===== src/rtl/countdown_timer.sv =====
// countdown_timer: loadable down-counter driven by an internal prescaler tick.
// The prescaler acts as a clock enable, so all state lives on clk.
// The count runs down to zero, then the block parks in EXPIRED until load or reset.
module countdown_timer #(
  parameter int WIDTH = 5,
  parameter int DIV_W = 27
) (
  input  logic             clk,
  input  logic             rst_n,
  input  logic             load,
  input  logic [WIDTH-1:0] load_val,
  input  logic             start,
  input  logic             pause,
  output logic [WIDTH-1:0] out,
  output logic             running,
  output logic             done,
  output logic             expired
);

  typedef enum logic [1:0] {
    IDLE    = 2'd0,
    RUN     = 2'd1,
    PAUSED  = 2'd2,
    EXPIRED = 2'd3
  } state_t;

  state_t           state;
  logic [DIV_W-1:0] prescaler;

  // A tick is due when the prescaler is about to wrap. The RUN branch
  // below also gates it with pause, because pausing suppresses the tick.
  logic tick_due;
  assign tick_due = (prescaler == {DIV_W{1'b1}});

  // Single FSM: state, count, prescaler and registered status outputs.
  always_ff @(posedge clk or negedge rst_n) begin
    if (!rst_n) begin
      state     <= IDLE;
      out       <= '0;
      prescaler <= '0;
      running   <= 1'b0;
      done      <= 1'b0;
      expired   <= 1'b0;
    end else begin
      // done is a one-cycle pulse; only the expiring tick raises it
      done <= 1'b0;
      if (load) begin
        out       <= load_val;
        prescaler <= '0;
        state     <= IDLE;
        running   <= 1'b0;
        expired   <= 1'b0;
      end else begin
        case (state)
          IDLE: begin
            // pause outranks start; a zero count can never start
            if (!pause && start && (out != '0)) begin
              state     <= RUN;
              prescaler <= '0;
              running   <= 1'b1;
            end
          end
          RUN: begin
            if (pause) begin
              // freeze: prescaler keeps its value and any due tick is dropped
              state   <= PAUSED;
              running <= 1'b0;
            end else begin
              prescaler <= prescaler + 1'b1;
              if (tick_due) begin
                out <= out - WIDTH'(1);
                if (out == WIDTH'(1)) begin
                  state   <= EXPIRED;
                  running <= 1'b0;
                  expired <= 1'b1;
                  done    <= 1'b1;
                end
              end
            end
          end
          PAUSED: begin
            // resume from the held prescaler value; pause wins over start
            if (!pause && start) begin
              state   <= RUN;
              running <= 1'b1;
            end
          end
          EXPIRED: begin
            // only load or reset leaves this state
            expired <= 1'b1;
          end
          default: begin
            state   <= IDLE;
            running <= 1'b0;
            expired <= 1'b0;
          end
        endcase
      end
    end
  end

endmodule


===== config.mk =====
export PLATFORM = sky130hd
export DESIGN_NAME = countdown_timer
export DESIGN_NICKNAME = d
export VERILOG_FILES = /design/src/rtl/countdown_timer.sv
export SDC_FILE = /design/constraint.sdc
export NUM_CORES = 1
export LEC_CHECK = 0
export ABC_AREA = 1
export BUFFER_PORTS_ARGS = -buffer_cell sky130_fd_sc_hd__buf_4
export CAP_MARGIN = 15
export CORE_UTILIZATION = 35
export CTS_CLUSTER_SIZE = 8
export DETAILED_ROUTE_END_ITERATION = 16
export HOLD_SLACK_MARGIN = 0.03
export SKIP_CTS_REPAIR_TIMING = 1
export SLEW_MARGIN = 10
export SYNTH_ARGS = -nofsm -noshare
export SYNTH_HDL_FRONTEND = slang
export SYNTH_SLANG_ARGS = --single-unit

===== constraint.sdc =====
create_clock -name clk -period 2.3 [get_ports clk]
set_input_delay 0.69 -clock clk [delete_from_list [all_inputs] [get_ports clk]]
set_output_delay 0.69 -clock clk [all_outputs]
set_load 0.1 [all_outputs]

==> impl_results.md <==
* CTS sink cnt at 37
* Slowest cell delay on critical path at 410 ps
* Startpoint types: flop
* Final Hold Viols at 0
* Fin Setup TNS at 0 ps
* Share of the yosys chip area belonging to registers at 38.36%
* DR vias at 2235
* Worst Reg2Reg Path Length in Cells at 11
* Crit-path cells: inv_1 -> ha_1 -> inv_2 -> nor2_4 -> nand2_1 -> nand2_1 -> a21oi_2 -> nand2_1 -> clkinvlp_4 -> buf_4 -> a21oi_1
* # rows at 29
* Worst vdd ir at 595.1 µV
* Max-Cap Viols at 0
* Least-Margin Pin Slew at between 400 and 500 ps
* I/O pin count at 18
* Post-Syn Area at ~2400 µm²
* Layout cells sized above 1 at 9.870%
* # setup viols final at 0
* Largest net degree at the start of global routing at 38
* Input/output buffers at 17
* Reg2reg start: state[1]$_DFFE_PN0P_
* Avg WL per Cell at 11.82 µm
* Static Leak at 1.290 nW
* Sequential standard cell area at 925.9 µm²
* CP arrival at 2280 ps
* CTS tree: built
* Overflow after GRT at 0
* Fmax at 481.6 MHz
* H-tree Lvls at 2
* Initial antenna violation count at 0
* # diodes at 0
* TritonRoute pass-1 iters at 4
* Die W at ~85 µm
* First-pass GRT wire length at approximately 9700 µm
* Post-synthesis sequential element count at 37
* GP Congestion at about 0.94
* Initial core utilization at 37.16%
* Syn. warnings at 0
* Power Dens Cells at 810.9 nW/µm²
* Reg clk slew, reported paths at 70 ps
* Synth Net Count at roughly 380
* Post-place instance area at 2608 µm²
* CP required at roughly 2500 ps
* Post-DP HPWL at 4026 µm
* TritonCTS buffer count at 5
* ANT nets after route at 0
* Synth cell types at 28
* Tot GR Track Use at 16.87%
* Fin crit period at 2076 ps
* Die Y at 85.04 µm
* Layout overhead on the synthesized area at 12.39%
* Max clock buf depth at 2
* Fin area at 2713 µm²
* CP max stage cell: dfrtp_1
* Most frequent CP cell: nand2_1
* Fill count at 671
* Max FO, Critical Path at 8
* Post-synthesis cell count at 364
* Core Area at 6495 µm²
* Synth Area per Inst at 6.631 µm²
* WHS at approximately 370 ps
* Critical Path End Type: flop
* Final Skew at 5.205 ps
* Final worst path period share at about 90%
* Vias in the first global route at between 2000 and 2500
* DRC at 0
* WL final at 5463 µm
* Kind of critical path: flop to flop
* Root buf cell: clkbuf_8
* Post-layout nets at 402
* Worst setup path startpoint: state[1]$_DFFE_PN0P_
* Footprint of the multi-input gates at 1262 µm²
* Reg2Reg Setup Slack at 220 ps
* Worst-Skew Late Latency at 280 ps
* Normalized max-slew margin at 67.22%
* 1st-iter DRT viols at 155
* Die area at 7232 µm²
* HP Class: primary input to async pin
* Status: finished, final reports clean
* Via-per-instance ratio at roughly 4.8
* Fin. max-slew vios at 0
## through the flow
step	instances	setup WS (ps)	total power, mW	utilization (%)
finish	462	223.6	2.200	41.76
global route	462	-18.69	2.355	41.76
CTS	460	242.1	2.178	41.48
detailed placement	453	215.8	1.703	40.15
global placement	453	269.2	1.704	40.15
floorplan	364	1.055	1.513	-
## layout by cell type, fill, tap and decap left out, types with 2 or more instances in the layout
master / netlist / layout
a21oi_1: 12 / 12
buf_4: 3 / 22
clkbuf_8: 0 / 6
dfrtp_1: 37 / 37
ha_1: 7 / 7
inv_1: 45 / 44
nand2_1: 118 / 118
nand3_1: 35 / 35
nand3b_1: 3 / 3
nand4_1: 7 / 7
nor2_1: 58 / 58
nor2_2: 2 / 2
nor2_4: 2 / 2
nor3_1: 8 / 8
o21ai_0: 7 / 7
o21ai_1: 2 / 2
o21bai_1: 4 / 4
## per-layer routing
metal  global-route usage [%]  routed length, µm  part of all wire (%)  vias up
li1                         -                  -                     -     1185
met1                    23.37               2764                    51     1006
met2                    27.20               2469                    45       42
met3                    3.210                199                   3.6        2
met4                    4.160                 29                  0.53        0
met5                        0                  0                     0        -
## worst paths after layout
| check | endpoint |
|---|---|
| worst max register to register | prescaler[14]$_DFFE_PN0P_ |
| worst min register to register | running$_DFFE_PN0P_ |
| worst max-delay path | prescaler[14]$_DFFE_PN0P_ |
| max in group asynchronous | prescaler[10]$_DFFE_PN0P_ |
| worst min-delay path | prescaler[8]$_DFFE_PN0P_ |
| min in group clk | running$_DFFE_PN0P_ |
## worst max-delay path: cells and delay by family (launching register included)
family | cells | cell delay, ps
AOI/OAI and AO/OA | 2 | 160
DFF | 1 | 410
and+or+nand+nor | 4 | 640
adders and majority gates | 1 | 260
buffers and inverters | 4 | 520
## area by class of cell
class	count	share of cell area, %
multi-input cells	273	46.54
well taps	77	3.552
clock buffers	7	3.183
flip-flops and latches	37	34.13
inverters	46	6.504
repair buffers	22	6.089
## sequential cells by signal, indices dropped and copies added, names as in the netlist
name	cells
prescaler	27
out	5
running	1
done	1
state	2
expired	1
## logic make-up (layout without fill, tap and decap cells)
kind of cell / after synthesis / after routing / synth area share [%]
compound gates: 28 / 28 / 6.532
xor+xnor: 1 / 1 / 0.3629
fa+ha+maj: 7 / 7 / 3.629
buf+inv: 54 / 75 / 9.331
flops: 37 / 37 / 38.36
simple gates: 237 / 237 / 41.78
## cells in the mapped netlist
cell | count | area share [%]
nand2_1 | 118 | 18
nor2_1 | 58 | 9.0
inv_1 | 45 | 7.0
dfrtp_1 | 37 | 38
nand3_1 | 35 | 7.3
a21oi_1 | 12 | 2.5
nor3_1 | 8 | 1.7
ha_1 | 7 | 3.6
nand4_1 | 7 | 1.8
o21ai_0 | 7 | 1.5
o21bai_1 | 4 | 1.2
buf_2 | 3 | 0.62
buf_4 | 3 | 0.93
nand3b_1 | 3 | 0.93
nor2_2 | 2 | 0.52
nor2_4 | 2 | 0.93
o21ai_1 | 2 | 0.41
a21boi_0 | 1 | 0.31
a21oi_2 | 1 | 0.36
buf_6 | 1 | 0.47
clkbuf_1 | 1 | 0.16
inv_2 | 1 | 0.16
nand2_2 | 1 | 0.26
nand4_2 | 1 | 0.52
nor4_1 | 1 | 0.26
o22ai_1 | 1 | 0.26
or2_2 | 1 | 0.26
xor2_1 | 1 | 0.36
## power by group
part           switching [mW]  internal, mW
combinational           0.721         0.260
clock                   0.229         0.238
sequential             0.0473         0.704
No activity file was read; power rests on OpenSTA's default activity.
